**config.mk**
```make
export PLATFORM = sky130hd
export DESIGN_NAME = muldiv_ctrl
export DESIGN_NICKNAME = d
export VERILOG_FILES = /design/src/rtl/muldiv_pkg.sv /design/src/rtl/udiv_iter.sv /design/src/rtl/muldiv_ctrl.sv
export SDC_FILE = /design/constraint.sdc
export NUM_CORES = 2
export LEC_CHECK = 0
export ABC_AREA = 1
export CORE_ASPECT_RATIO = 1.2
export CORE_UTILIZATION = 60
export CTS_CLUSTER_DIAMETER = 120
export DETAILED_ROUTE_END_ITERATION = 10
export PLACE_DENSITY_LB_ADDON = 0.05
export REMOVE_ABC_BUFFERS = 1
export SLEW_MARGIN = 10
export SYNTH_ARGS = -nofsm -noshare
export SYNTH_HDL_FRONTEND = slang
export SYNTH_SLANG_ARGS = --single-unit
```
**constraint.sdc**
```tcl
create_clock -name clk -period 12.75 [get_ports clk]
set_input_delay 1.275 -clock clk [delete_from_list [all_inputs] [get_ports clk]]
set_output_delay 1.275 -clock clk [all_outputs]
set_load 0.01 [all_outputs]
```
**src/rtl/muldiv_pkg.sv**
```systemverilog
// muldiv_pkg: shared encodings for the EX-stage multiply/divide sequencer.
// Op codes, FSM state codes and the divide-by-zero quotient.
package muldiv_pkg;

    localparam logic [1:0] MD_MULT  = 2'b00;
    localparam logic [1:0] MD_MULTU = 2'b01;
    localparam logic [1:0] MD_DIV   = 2'b10;
    localparam logic [1:0] MD_DIVU  = 2'b11;

    localparam logic [1:0] S_IDLE = 2'd0;
    localparam logic [1:0] S_MUL  = 2'd1;
    localparam logic [1:0] S_DIV  = 2'd2;
    localparam logic [1:0] S_DONE = 2'd3;

    localparam logic [63:0] DIV0_QUOT = '1;

    // Odd encodings are the unsigned variants.
    function automatic logic is_signed(input logic [1:0] op);
        return !op[0];
    endfunction

endpackage

```
**src/rtl/udiv_iter.sv**
```systemverilog
// udiv_iter: unsigned radix-2 restoring divider datapath, one step per cycle.
// o_quot/o_rem show the result of the step taken on the current cycle.
module udiv_iter
    import muldiv_pkg::*;
#(
    parameter int WIDTH = 32
) (
    input  logic             clk,
    input  logic             resetn,
    input  logic             i_load,
    input  logic             i_step,
    input  logic [WIDTH-1:0] i_dividend,
    input  logic [WIDTH-1:0] i_divisor,
    output logic [WIDTH-1:0] o_quot,
    output logic [WIDTH-1:0] o_rem,
    output logic             o_last
);

    localparam int CW = $clog2(WIDTH);

    logic [WIDTH-1:0] r_rem;
    logic [WIDTH-1:0] r_quot;
    logic [WIDTH-1:0] r_dvs;
    logic [CW-1:0]    r_cnt;

    logic [WIDTH:0]   w_shift;
    logic [WIDTH:0]   w_trial;
    logic             w_fit;

    // Dividend bits stream out of the top of r_quot as quotient bits enter.
    assign w_shift = {r_rem, r_quot[WIDTH-1]};
    assign w_trial = w_shift - {1'b0, r_dvs};
    assign w_fit   = !w_trial[WIDTH];

    assign o_quot = {r_quot[WIDTH-2:0], w_fit};
    assign o_rem  = w_fit ? w_trial[WIDTH-1:0] : w_shift[WIDTH-1:0];
    assign o_last = (r_cnt == CW'(WIDTH-1));

    always_ff @(posedge clk or negedge resetn) begin
        if (!resetn) begin
            r_rem  <= '0;
            r_quot <= '0;
            r_dvs  <= '0;
            r_cnt  <= '0;
        end else if (i_load) begin
            r_rem  <= '0;
            r_quot <= i_dividend;
            r_dvs  <= i_divisor;
            r_cnt  <= '0;
        end else if (i_step) begin
            r_rem  <= o_rem;
            r_quot <= o_quot;
            r_cnt  <= r_cnt + 1'b1;
        end
    end

endmodule

```
**src/rtl/muldiv_ctrl.sv**
```systemverilog
// muldiv_ctrl: EX-stage MULT/MULTU/DIV/DIVU sequencer with pipeline stall.
// Returns {hi, lo} for the HILO write; holds it while EX is frozen.
module muldiv_ctrl
    import muldiv_pkg::*;
#(
    parameter int WIDTH = 32
) (
    input  logic             clk,
    input  logic             resetn,
    input  logic             req_valid,
    input  logic [1:0]       req_op,
    input  logic [WIDTH-1:0] op_a,
    input  logic [WIDTH-1:0] op_b,
    input  logic             flush,
    input  logic             ex_hold,
    output logic             stall,
    output logic             busy,
    output logic             res_valid,
    output logic [WIDTH-1:0] hi,
    output logic [WIDTH-1:0] lo
);

    logic [1:0]         r_state;
    logic               r_sgn;
    logic               r_neg_q;
    logic               r_neg_r;
    logic [WIDTH-1:0]   r_a;
    logic [WIDTH-1:0]   r_b;
    logic [WIDTH-1:0]   r_hi;
    logic [WIDTH-1:0]   r_lo;

    logic               w_accept;
    logic               w_sgn;
    logic               w_step;
    logic               w_last;
    logic [WIDTH-1:0]   w_mag_a;
    logic [WIDTH-1:0]   w_mag_b;
    logic [WIDTH-1:0]   w_quot;
    logic [WIDTH-1:0]   w_rem;
    logic [2*WIDTH-1:0] w_ext_a;
    logic [2*WIDTH-1:0] w_ext_b;
    logic [2*WIDTH-1:0] w_prod;

    assign w_accept = (r_state == S_IDLE) & req_valid & !flush;
    assign w_sgn    = is_signed(req_op);
    assign w_step   = (r_state == S_DIV) & !flush;

    assign w_mag_a = (w_sgn & op_a[WIDTH-1]) ? -op_a : op_a;
    assign w_mag_b = (w_sgn & op_b[WIDTH-1]) ? -op_b : op_b;

    assign w_ext_a = r_sgn ? {{WIDTH{r_a[WIDTH-1]}}, r_a} : {{WIDTH{1'b0}}, r_a};
    assign w_ext_b = r_sgn ? {{WIDTH{r_b[WIDTH-1]}}, r_b} : {{WIDTH{1'b0}}, r_b};
    assign w_prod  = w_ext_a * w_ext_b;

    udiv_iter #(.WIDTH(WIDTH)) u_div (
        .clk        (clk),
        .resetn     (resetn),
        .i_load     (w_accept & req_op[1]),
        .i_step     (w_step),
        .i_dividend (w_mag_a),
        .i_divisor  (w_mag_b),
        .o_quot     (w_quot),
        .o_rem      (w_rem),
        .o_last     (w_last)
    );

    always_ff @(posedge clk or negedge resetn) begin
        if (!resetn) begin
            r_state <= S_IDLE;
            r_sgn   <= 1'b0;
            r_neg_q <= 1'b0;
            r_neg_r <= 1'b0;
            r_a     <= '0;
            r_b     <= '0;
            r_hi    <= '0;
            r_lo    <= '0;
        end else if (flush) begin
            r_state <= S_IDLE;
        end else begin
            unique case (r_state)
                S_IDLE: begin
                    if (req_valid) begin
                        r_sgn   <= w_sgn;
                        r_a     <= op_a;
                        r_b     <= op_b;
                        r_neg_q <= w_sgn & (op_a[WIDTH-1] ^ op_b[WIDTH-1]);
                        r_neg_r <= w_sgn & op_a[WIDTH-1];
                        if (!req_op[1]) begin
                            r_state <= S_MUL;
                        end else if (op_b == '0) begin
                            r_state <= S_DONE;
                            r_hi    <= op_a;
                            r_lo    <= DIV0_QUOT[WIDTH-1:0];
                        end else begin
                            r_state <= S_DIV;
                        end
                    end
                end
                S_MUL: begin
                    r_hi    <= w_prod[2*WIDTH-1:WIDTH];
                    r_lo    <= w_prod[WIDTH-1:0];
                    r_state <= S_DONE;
                end
                S_DIV: begin
                    // MIN/-1 needs no special case: the negated quotient wraps to MIN.
                    if (w_last) begin
                        r_hi    <= r_neg_r ? -w_rem : w_rem;
                        r_lo    <= r_neg_q ? -w_quot : w_quot;
                        r_state <= S_DONE;
                    end
                end
                S_DONE: begin
                    if (!ex_hold) r_state <= S_IDLE;
                end
                default: r_state <= S_IDLE;
            endcase
        end
    end

    assign stall     = req_valid & !flush & (r_state != S_DONE);
    assign busy      = (r_state != S_IDLE);
    assign res_valid = (r_state == S_DONE);
    assign hi        = r_hi;
    assign lo        = r_lo;

endmodule

```
; Word-level counts from Yosys, hierarchy flattened
; Index checks and enable logic that the tools add are counted.
[word_totals]
reg_bits = 234
input_bits = 71
output_inout_bits = 67
elab_cells = 83
[op_classes]
add_sub_neg = 6
n_mul = 1
eq_ne = 12
mux = 30
bitwise = 11
n_reduce_logical = 11
[ops]
columns = cell, n
row1 = 32-bit 2-to-1 mux, 17
row2 = 32-bit case mux with 3 select lines, 2
row3 = 64-bit 2-to-1 mux, 2
row4 = 32-bit negator, 4
row5 = 64-bit by 64-bit multiplier with 64-bit output, 1
row6 = 33-bit by 32-bit subtractor with 33-bit output, 1
row7 = 32-bit zero test, 1
row8 = 2-bit 2-to-1 mux, 5
row9 = 5-bit 2-to-1 mux, 2
row10 = 1-bit bitwise AND, 9
row11 = 2-bit case mux with 4 select lines, 1
row12 = 2-bit != test (second input constant), 3
row13 = 3-bit != test (second input constant), 2
row14 = 3-bit AND reduction, 2
row15 = 6-bit AND reduction, 1
row16 = 5-bit by 1-bit adder with 5-bit output (second input constant), 1
row17 = 5-bit == test (second input constant), 1
row18 = 2-bit == test (second input constant), 2
row19 = 2-bit by 1-bit != test with 1-bit output (second input constant), 2
row20 = 2-bit nonzero test, 2
row21 = 1-bit zero test, 3
row22 = 3-bit by 2-bit != test with 1-bit output (second input constant), 1
row23 = 3-bit nonzero test, 1
row24 = 2-bit by 1-bit == test with 1-bit output (second input constant), 1
row25 = 4 further kinds, 4

; Logic depth before layout (Yosys ltp)
[logic_depth]
ltp_word = 6
ltp_mapped = 45
depth_no_buf = 44

; Hierarchy
; A second synthesis with hierarchy kept.
[hier_totals]
cells_unflattened = 8674
hier_area_um2 = 66312.3
[by_module_without_submodules]
columns = mod, n_inst, cells_each, area_per_inst_um2
row1 = muldiv_ctrl, 1, 7513, 58778.9
row2 = udiv_iter, 1, 1161, 7533.5

; Worst setup path after synthesis
; OpenSTA, ideal clock, no wires.
[synth_path]
path_type = register -> register
from = register r_sgn
to = register r_hi[30], in the netlist hi[30]
arrival_ns = 8.910
required_time_ns = 12.633
setup_slack_ns = 3.723
path_stages_with_launch = 38
path_buffers = 2
synth_period_minus_slack_ns = 9.027
cell_sequence = dfrtp_1 > inv_1 > clkbuf_1 > buf_1 > nor2_1 > fa_1 > inv_1 > fa_1 > inv_1 > fa_1 > inv_1 > fa_1 > inv_1 > fa_1 > fa_1 > fa_1 > inv_1 > fa_1 > [2 not listed] > inv_1 > fa_1 > inv_1 > ha_1 > inv_1 > nor3_1 > nand2_1 > nor2_1 > inv_1 > o221a_2 > nand2_1 > a21oi_1 > o21ai_0 > nand2_1 > inv_1 > nand2_1 > nand2_1 > nand2_1
[synth_between]
elab_chain_cells = 3
word_cells_on_any_way = 4
cone_classes = mul (1) / mux (3)
[synth_lines]
columns = element, line
row1 = from (decl), muldiv_ctrl.sv:24  ; logic r_sgn;
row2 = from (signal assigned), muldiv_ctrl.sv:83  ; r_sgn <= w_sgn;
row3 = 64-bit 2-to-1 mux (on tied branches), "muldiv_ctrl.sv:51, muldiv_ctrl.sv:52"
row4 = 64-bit by 64-bit multiplier with 64-bit output (*), muldiv_ctrl.sv:53  ; assign w_prod = w_ext_a * w_ext_b;
row5 = 32-bit case mux with 3 select lines (*), muldiv_ctrl.sv:80  ; unique case (r_state)
row6 = to (signal assigned), muldiv_ctrl.sv:92  ; r_hi <= op_a;
row7 = to (signal assigned), muldiv_ctrl.sv:100  ; r_hi <= w_prod[2*WIDTH-1:WIDTH];
row8 = to (signal assigned), muldiv_ctrl.sv:107  ; r_hi <= r_neg_r ? -w_rem : w_rem;
row9 = to (decl), muldiv_ctrl.sv:29  ; logic [WIDTH-1:0] r_hi;
; Every way passes the cells marked *; elsewhere a longest branch is shown, timed or not.
; A chain may end at the register's enable or synchronous reset.

; Final worst setup path
[layout_path]
from = register r_a[31]
to = register r_hi[25], in the netlist hi[25]
[layout_between]
elab_chain_cells = 3
[layout_lines]
columns = element, line
row1 = from (decl), muldiv_ctrl.sv:27  ; logic [WIDTH-1:0] r_a;
row2 = from (signal assigned), muldiv_ctrl.sv:84  ; r_a <= op_a;
row3 = 64-bit 2-to-1 mux, muldiv_ctrl.sv:51  ; assign w_ext_a = r_sgn ? {{WIDTH{r_a[WIDTH-1]}}, r_a} : {{WIDTH{1'b0}}, r_a};
row4 = 64-bit by 64-bit multiplier with 64-bit output, muldiv_ctrl.sv:53
row5 = 32-bit case mux with 3 select lines, muldiv_ctrl.sv:80
; Every way passes these cells.

==> impl_metrics.toml <==
[global_routing]
grt-ovfl-total = 0
grt_max_degree = 106
antenna_found_initial = 3
grt.total_usage_pct = 39.9
first_global_vias = 56100
grt_pass1_wl_um = 330000

[worst_setup_path]
cpPeakStageDelay_ns = 0.85
critPathMostFrequentCell = "fa_1"
critPathRequiredTime_ns = 13.24
r2r_cells = 33
worstPathArrival_ns = 10.78
crit_fanout = 34
start_kind = "flop"
critPathCaptureType = "flop"
cp_slowest_cell = "fa_1"
crit_type = "flop to flop"

[clocking]
clock-root-buffer = "clkbuf_16"
numCtsBuffers = 31
clk_path_buf_depth = 3
post_cts_resized = 0
hold_buffers = 0
clk_pin_slew_worst_paths_ns = 0.06
postCtsSetupRepairBufs = 0
cts.sinks = 234
clk_latency_ns = 0.62
cts_tree = "built"
h-tree-depth = 1

[routing]
detail-route-antenna-nets = 0
drtIter0Drc = 4656
drc = 0
wl_per_cell_um = 22.0
dr.pass1.iters = 5
vias = 53700
routed_wl_um = 215000
viasPerCell = 5.49

[synth]
async_reset_ff_share_pct = 100
ys_warn_count = 0
synth_flop_cell = "dfrtp_1"
syn_avg_cell_area_um2 = 7.79
synth_edf_count = 0
yosysSeqAreaShare_pct = 8.90
syn_area_um2 = 65800
synth-seq-cells = 234
syn_inst = 8447
yosysUniqueCellTypes = 59

[sta]
min_period_ns = 10.28
fin_crit_sh_pct = 80.6
rsz0062_at_grt = "no"
slew_headroom_pct = 20.0
fmax_mhz = 97.3
maxSlewViolCount = 0
worst_pin_slew_ns = 1.20
skew_ns = 0.0285
finalSetupViolCount = 0
finalSetupTns_ns = 0
hold_violations = 0

[hold_path]
whs_path_depth = 2
hold_class = "flop to flop"

[die]
floorplan.initialDensity_pct = 60.7
coreArea_um2 = 108000
io_pins = 138
rows = 132
fp.dieW_um = 304
die_h_um = 365
die_area_um2 = 111000

[placement]
dpl-instance-area_um2 = 68200
dp_hpwl_um = 178000
port_buffers = 137
gp_congestion = 1.03

[finish]
finish.utilization_pct = 63.9
drive_gt1_share_pct = 3.40
syn_to_final_growth_pct = 5.24
num-nets-final = 10200
fillers = 9701
finish.instance_area_um2 = 69200

[status]
run_status = "completed"

[flow_run]
maxCapViolCount = 0
## routing by layer
metal | share of wire (%) | global-route usage, %
met4 | 8.2 | 26.3
met2 | 48 | 66.6
met1 | 37 | 49.4
met3 | 7.2 | 4.42
met5 | 0.0028 | 0
## sequential cells by signal (all words and copies together) (netlist names)
signal	cells
hi	32
r_a	32
r_neg_q	1
u_div.r_quot	32
u_div.r_cnt	5
r_b	32
u_div.r_rem	32
r_sgn	1
lo	32
r_state	2
r_neg_r	1
u_div.r_dvs	32
## placed cells by master, fill, tap and decap left out, types with 9 or more instances in the layout
| cell type | count |
|---|---|
| nor2_2 | 9 |
| inv_1 | 2574 |
| nand3b_1 | 13 |
| o221ai_1 | 32 |
| a21oi_1 | 229 |
| ha_1 | 349 |
| xor2_1 | 77 |
| nand2_2 | 60 |
| a31oi_1 | 40 |
| a21o_1 | 11 |
| o22ai_1 | 37 |
| nor3_1 | 47 |
| o21bai_1 | 14 |
| clkbuf_16 | 31 |
| dfrtp_1 | 231 |
| buf_4 | 90 |
| o211ai_1 | 15 |
| nand2_1 | 1913 |
| o21a_1 | 9 |
| o21ai_0 | 253 |
| nor2_1 | 380 |
| clkdlybuf4s50_1 | 136 |
| or2_2 | 15 |
| nor4_1 | 9 |
| inv_2 | 12 |
| xnor2_1 | 31 |
| nand3_1 | 191 |
| nand4_1 | 43 |
| fa_1 | 1420 |
## synth_stat cells, types with 3 or more instances
cell      number  area share [%]
nand2_4        8            0.14
nand3b_1      13            0.15
and2_1         3           0.029
a21o_1        11            0.13
nor2_1       382             2.2
buf_6          3           0.051
a221oi_1       3           0.040
o21bai_1      14            0.16
nand2_1     1917              11
o21ai_0      253             1.9
clkbuf_1     317             1.8
fa_1        1420              43
or2_2         15            0.14
buf_4          5           0.057
o22ai_1       37            0.35
o221ai_1      32            0.43
nand3_1      191             1.5
nor3_1        47            0.36
buf_1         13           0.074
nand2_2       56            0.53
inv_1       2575              15
dfrtp_1      234             8.9
o21ai_1        6           0.046
xnor2_1       31            0.41
nor2_4         6            0.10
nand3_4        3           0.080
ha_1         350             6.7
a21oi_1      229             1.7
nor2_2         7           0.067
and3_1         4           0.038
xor2_1        77             1.0
o211ai_1      15            0.17
nand4_1       43            0.41
o21a_1         9            0.10
a31oi_1       40            0.38
buf_2         15            0.11
a21boi_0       4           0.046
nand3_2        8            0.12
inv_2         10           0.057
nor4_1         9           0.086
## logic make-up (layout without fill, tap and decap cells)
kind of cell               after synthesis  in the layout  synth area share [%]
and+or+nand+nor                       2721           2721                  17.0
xor gates and xnor gates               108            108                  1.44
other                                    0              1                     0
buffers and inverters                 2944           2874                  17.0
AOI/OAI and AO/OA                      670            670                  5.76
adders and majority gates             1770           1770                  49.9
DFF                                    234            234                  8.90
## metrics by stage
step,hold WS (ns),instances,worst slack (ns)
after global placement,0.462,9726,2.72
after global routing,0.504,9784,1.91
after floorplan,0.453,8090,3.59
final,0.482,9785,2.47
after CTS,0.484,9784,2.52
after detailed placement,0.469,9726,2.54
## worst max-delay path: cells and delay by family (launching register included)
| family | cells | cell delay (ns) |
|---|---|---|
| adders and majority gates | 11 | 6.06 |
| buffers and inverters | 9 | 1.84 |
| AOI/OAI and AO/OA | 2 | 0.28 |
| DFF | 1 | 0.32 |
| and+or+nand+nor | 11 | 1.65 |
## final cells by class
class                      count  area (um2)  area share [%]
multi-input combinational   5269       48800            70.5
inverter                    2587        9710            14.0
sequential                   234        5860            8.47
timing repair buffer         229        2090            3.02
tap                         1407        1760            2.54
clock buffer                  42         887            1.28
clock inverter                16         133           0.192
antenna                        1        2.50         0.00362
## final timing paths
check,startpoint,to,slack (ns)
worst max-delay path,r_a[31],hi[25],2.47
worst min-delay path,r_b[20],r_b[20],0.48
worst max register to register,r_a[31],hi[25],2.47
worst min register to register,r_b[20],r_b[20],0.48
max in group asynchronous,resetn,r_b[21],10.17
min in group asynchronous,resetn,u_div.r_dvs[12],0.74
Power is not shown: default switching activity piles up to over one toggle a cycle in this logic, so the estimate is an artifact.
